## config.mk

```make
export PLATFORM = sky130hd
export DESIGN_NAME = nibble_serial_add_seq
export DESIGN_NICKNAME = d
export VERILOG_FILES = /design/src/rtl/nibble_add_pkg.sv /design/src/rtl/nibble_serial_add_seq.sv
export SDC_FILE = /design/constraint.sdc
export NUM_CORES = 1
export LEC_CHECK = 0
export ABC_AREA = 0
export ABC_CLOCK_PERIOD_IN_PS = 1690
export BUFFER_PORTS_ARGS = -buffer_cell sky130_fd_sc_hd__buf_2
export CAP_MARGIN = 10
export CORE_MARGIN = 4
export CORE_UTILIZATION = 55
export CTS_CLUSTER_DIAMETER = 150
export DETAILED_ROUTE_END_ITERATION = 8
export HOLD_SLACK_MARGIN = 0.08
export PLACE_DENSITY = 0.8
export SYNTH_ARGS = -nofsm -noshare
export SYNTH_HDL_FRONTEND = slang
export SYNTH_SLANG_ARGS = --single-unit
```

## constraint.sdc

```tcl
create_clock -name clk -period 1.69 [get_ports clk]
set_input_delay 0.2535 -clock clk [delete_from_list [all_inputs] [get_ports clk]]
set_output_delay 0.2535 -clock clk [all_outputs]
set_load 0.005 [all_outputs]
```

## src/rtl/nibble_add_pkg.sv

```systemverilog
// Shared definitions for the nibble-serial adder sequencer: FSM state
// encoding, slice width and the pass-count helper.
package nibble_add_pkg;

  localparam int unsigned NIB_W = 4;

  typedef enum logic [1:0] {
    IDLE = 2'd0,
    RUN  = 2'd1,
    DONE = 2'd2
  } state_t;

  // Number of slice passes needed to cover a WIDTH-bit operand.
  function automatic int unsigned calc_nibs(input int unsigned width);
    return width / NIB_W;
  endfunction

endpackage

```

## src/rtl/nibble_serial_add_seq.sv

```systemverilog
// Multi-cycle sequencer around an external 4-bit carry-in adder slice.
// Operands arrive over in_valid/in_ready, are fed to the slice one nibble
// per cycle LSB first with the carry looped back, and the WIDTH+1-bit
// result {carry, sum} leaves over out_valid/out_ready.
// Optional build macro NIBBLE_SUB_EN adds port op_sub: when set on accept
// the block computes A-B (result[WIDTH]=1 means no borrow).
module nibble_serial_add_seq
  import nibble_add_pkg::*;
#(
  parameter int unsigned WIDTH = 16
) (
  input  logic             clk,
  input  logic             rst,
  input  logic             in_valid,
  output logic             in_ready,
  input  logic [WIDTH-1:0] op_a,
  input  logic [WIDTH-1:0] op_b,
  input  logic             op_cin,
`ifdef NIBBLE_SUB_EN
  input  logic             op_sub,
`endif
  output logic             out_valid,
  input  logic             out_ready,
  output logic [WIDTH:0]   result,
  output logic [3:0]       add_k,
  output logic [3:0]       add_t,
  output logic             add_cin,
  input  logic [4:0]       add_s
);

  localparam int unsigned NIBS  = calc_nibs(WIDTH);
  localparam int unsigned IDX_W = $clog2(NIBS);

  state_t               r_state;
  logic                 r_in_ready;
  logic                 r_out_valid;
  logic [WIDTH-1:0]     r_a_sh;
  logic [WIDTH-1:0]     r_b_sh;
  logic [WIDTH-1:0]     r_acc;
  logic [WIDTH:0]       r_result;
  logic [IDX_W-1:0]     r_idx;
  logic                 r_carry;

  logic [WIDTH-1:0]     w_b_load;
  logic                 w_cin_load;
  logic [WIDTH-1:0]     w_acc_next;
  logic                 w_run;

  // Operand B and initial carry as loaded on accept.
`ifdef NIBBLE_SUB_EN
  assign w_b_load   = op_sub ? ~op_b : op_b;
  assign w_cin_load = op_sub | op_cin;
`else
  assign w_b_load   = op_b;
  assign w_cin_load = op_cin;
`endif

  // Accumulator with the current slice sum merged into nibble idx.
  always_comb begin
    w_acc_next = r_acc;
    for (int unsigned n = 0; n < NIBS; n++) begin
      if (r_idx == IDX_W'(n)) begin
        w_acc_next[n*NIB_W +: NIB_W] = add_s[NIB_W-1:0];
      end
    end
  end

  // Sequencer FSM: accept, NIBS slice passes, then hold result until taken.
  always_ff @(posedge clk) begin
    if (rst) begin
      r_state     <= IDLE;
      r_in_ready  <= 1'b1;
      r_out_valid <= 1'b0;
      r_a_sh      <= '0;
      r_b_sh      <= '0;
      r_acc       <= '0;
      r_result    <= '0;
      r_idx       <= '0;
      r_carry     <= 1'b0;
    end else begin
      case (r_state)
        IDLE: begin
          if (in_valid) begin
            r_a_sh     <= op_a;
            r_b_sh     <= w_b_load;
            r_carry    <= w_cin_load;
            r_idx      <= '0;
            r_acc      <= '0;
            r_result   <= '0;
            r_in_ready <= 1'b0;
            r_state    <= RUN;
          end
        end
        RUN: begin
          r_acc   <= w_acc_next;
          r_carry <= add_s[NIB_W];
          r_a_sh  <= r_a_sh >> NIB_W;
          r_b_sh  <= r_b_sh >> NIB_W;
          if (r_idx == IDX_W'(NIBS - 1)) begin
            // Result is captured straight from the final slice output so it
            // is valid on the first DONE cycle without an extra stage.
            r_result    <= {add_s[NIB_W], w_acc_next};
            r_idx       <= '0;
            r_out_valid <= 1'b1;
            r_state     <= DONE;
          end else begin
            r_idx <= r_idx + 1'b1;
          end
        end
        DONE: begin
          if (out_ready) begin
            r_out_valid <= 1'b0;
            r_in_ready  <= 1'b1;
            r_state     <= IDLE;
          end
        end
        default: begin
          r_state     <= IDLE;
          r_in_ready  <= 1'b1;
          r_out_valid <= 1'b0;
        end
      endcase
    end
  end

  assign w_run     = (r_state == RUN);
  assign in_ready  = r_in_ready;
  assign out_valid = r_out_valid;
  assign result    = r_result;
  assign add_k     = w_run ? r_a_sh[NIB_W-1:0] : '0;
  assign add_t     = w_run ? r_b_sh[NIB_W-1:0] : '0;
  assign add_cin   = w_run & r_carry;

endmodule

```

==> impl_metrics.json <==
{
  "run_status": "completed",
  "wl_per_cell_um": 15.3,
  "drive_gt1_share_pct": 38.7,
  "tightest_slew_ps": 486,
  "die_y_um": 87.0,
  "antenna_found_initial": 0,
  "area_growth_pct": 17.9,
  "synth_area_leaders": "dfxtp_1, a211oi_2, nor2_1",
  "clkSlewWorstSetupHoldPaths_ps": 80,
  "timing.rr.start": "r_idx[0]$_SDFFE_PP0P_",
  "totalWireLength_um": 7710,
  "h-tree-depth": 3,
  "fin_skew_ps": 10.2,
  "row_count": 28,
  "reg2reg_slack_ps": 180,
  "ys_async_sr_fraction_pct": 0,
  "ant_nets": 0,
  "synth_top_cell_by_area": "dfxtp_1",
  "hold_slack_ps": 135,
  "cp.arrival_ps": 1320,
  "drcViolationCount": 0,
  "cts.sinks": 72,
  "cts_root_buf": "clkbuf_8",
  "placedCellCount": 482,
  "p_leak_nw": 1.67,
  "hold_start": "op_a[15]",
  "drtIter0Drc": 191,
  "holdPathStages": 3,
  "cts_buffers": 9,
  "netlist_instances": 361,
  "worst_r2r_path_depth": 5,
  "crit_type": "reg -> out",
  "synth_common_cells": "dfxtp_1, nor2_1, nand2_1",
  "cap_violations": 0,
  "post-place-ws_ps": 201,
  "worst_slack_ps": 120,
  "max-slew-margin-rel_pct": 67.5,
  "grt_usage_pct": 21.3,
  "crit_fanout": 17,
  "clk-insertion-delay-late_ps": 350,
  "initial_core_util_pct": 57.3,
  "min_to": "r_a_sh[15]$_SDFFE_PP0P_",
  "ys_seq_area_share_pct": 42.0,
  "cts_buffer_depth": 2,
  "cts_hold_buffers": 0,
  "rsz0062_at_grt": "no",
  "cts_tree": "built",
  "syn_area_mm2": 0.00343,
  "first_pass_iters": 4,
  "fmax_mhz": 637,
  "vias": 2866,
  "netlist.area_leader.share_pct": 42.0,
  "fin_crit_ps": 1570,
  "stdcell_count": 504,
  "avgSynthCellArea_um2": 9.51,
  "start_kind": "register",
  "diodes": 0,
  "synthFlopType": "dfxtp_1",
  "vias_per_cell": 5.69,
  "hold_class": "in -> reg",
  "hold_viol_final": 0,
  "port_buffers": 69,
  "finalPower_w": 0.00386,
  "yosysUniqueCellTypes": 32,
  "die_w_um": 87.0,
  "dieArea_mm2": 0.00757,
  "synth-edff-count": 0,
  "crit_path_end_kind": "primary output",
  "p_per_area_mw_per_mm2": 954,
  "fin_crit_sh_pct": 92.9,
  "grt_pass1_vias": 2620,
  "dp_hpwl_um": 5160,
  "setup_viol": 0,
  "synth_nets": 408,
  "required_ps": 1440,
  "grt_pass1_wl_um": 12500,
  "setup-tns-final_ps": 0,
  "fill_cells": 490,
  "overflow": 0,
  "yosysMostFrequentCell": "dfxtp_1",
  "core_region_area_mm2": 0.00599,
  "io_pins": 70,
  "r2r_end": "r_acc[2]$_SDFFE_PP0P_",
  "grt_max_degree": 55,
  "synth_warnings": 0,
  "drv_slew": 0,
  "finalNetCount": 471,
  "gp_congestion": 0.804,
  "synth_seq_cells": 72,
  "ir_drop_mv": 0.729
}
-- power breakdown --
part	switching (W)	internal [W]	total, W
registers	0.0000460	0.00177	0.00182
logic	0.000297	0.000228	0.000525
clock network	0.000657	0.000863	0.00152
total	0.00100	0.00286	0.00386
-- flip-flops by register name, indices dropped and copies added, names as in the netlist --
name       count
in_ready       1
r_acc         16
r_carry        1
r_idx          2
r_state        2
out_valid      1
result        17
r_a_sh        16
r_b_sh        16
-- metrics by stage --
step / cell area (um2) / utilization [%]
floorplan: 3430 / -
global placement: 3770 / 62.9
detailed placement: 3770 / 62.9
CTS: 3990 / 66.6
global route: 4050 / 67.6
finish: 4050 / 67.6
-- layout by cell type (no fill, tap or decap), types with 3 or more instances in the layout --
master	n
dfxtp_1	72
buf_2	69
nor2_1	54
nand2_1	27
a22oi_1	26
a21oi_1	23
a211oi_2	22
a21oi_2	21
nand4b_1	17
mux2_2	16
o21ai_0	15
buf_4	14
clkbuf_8	10
and2_1	9
ha_1	5
buf_12	4
inv_1	3
a211oi_1	3
clkinv_2	3
-- cell families after synthesis --
family                     count (synthesis)  share of synthesized area (%)
and+or+nand+nor                          112                           16.1
DFF                                       72                           42.0
AOI/OAI and AO/OA                        116                           26.8
adders and majority gates                  5                           1.82
buffers and inverters                     38                           7.10
muxes                                     18                           6.19
-- worst max-delay path by stage --
| stage | start | to | slack [ps] | depth (start not counted) |
|---|---|---|---|---|
| final | r_state[1]$_SDFFE_PP0P_ | add_cin | 120 | 3 |
| after global routing | r_state[1]$_SDFFE_PP0P_ | add_cin | 40 | 3 |
| after CTS | r_state[1]$_SDFFE_PP0P_ | add_cin | 30 | 3 |
| after detailed placement | r_state[0]$_SDFFE_PP0P_ | result[5]$_SDFFE_PP0P_ | 200 | 4 |
| after global placement | r_state[1]$_SDFFE_PP0P_ | r_b_sh[1]$_SDFFE_PP0P_ | 250 | 4 |
| after floorplan | r_idx[0]$_SDFFE_PP0P_ | result[12]$_SDFFE_PP0P_ | 320 | 5 |
-- per-layer routing --
metal / part of all wire (%) / wire length [um] / track usage [%] / up-vias
met5: 0 / 0 / 0 / -
met4: 2.5 / 193 / 11.6 / 0
met3: 5.4 / 416 / 4.26 / 18
met2: 47 / 3640 / 31.3 / 66
met1: 45 / 3460 / 29.0 / 1372
li1: - / - / - / 1410
-- final cells by class --
type / instances / area (um2) / share of cell area [%]
multi-input combinational: 251 / 1750 / 43.3
inverter: 3 / 11.3 / 0.278
timing repair buffer: 87 / 531 / 13.1
clock buffer: 10 / 138 / 3.40
tap: 75 / 93.8 / 2.32
clock inverter: 6 / 82.6 / 2.04
sequential: 72 / 1440 / 35.6
-- critical path, cell delays in order (launching register included) --
cell and delay (ps):
dfxtp_1 320, and2b_4 370, and2_1 170, buf_2 110
-- what timing repair did --
action,4_1_cts,5_1_grt
endpoints found under the setup margin,9,10
gates resized for setup,1,0
buffers inserted,0,6
No activity file was read; power rests on OpenSTA's default activity.
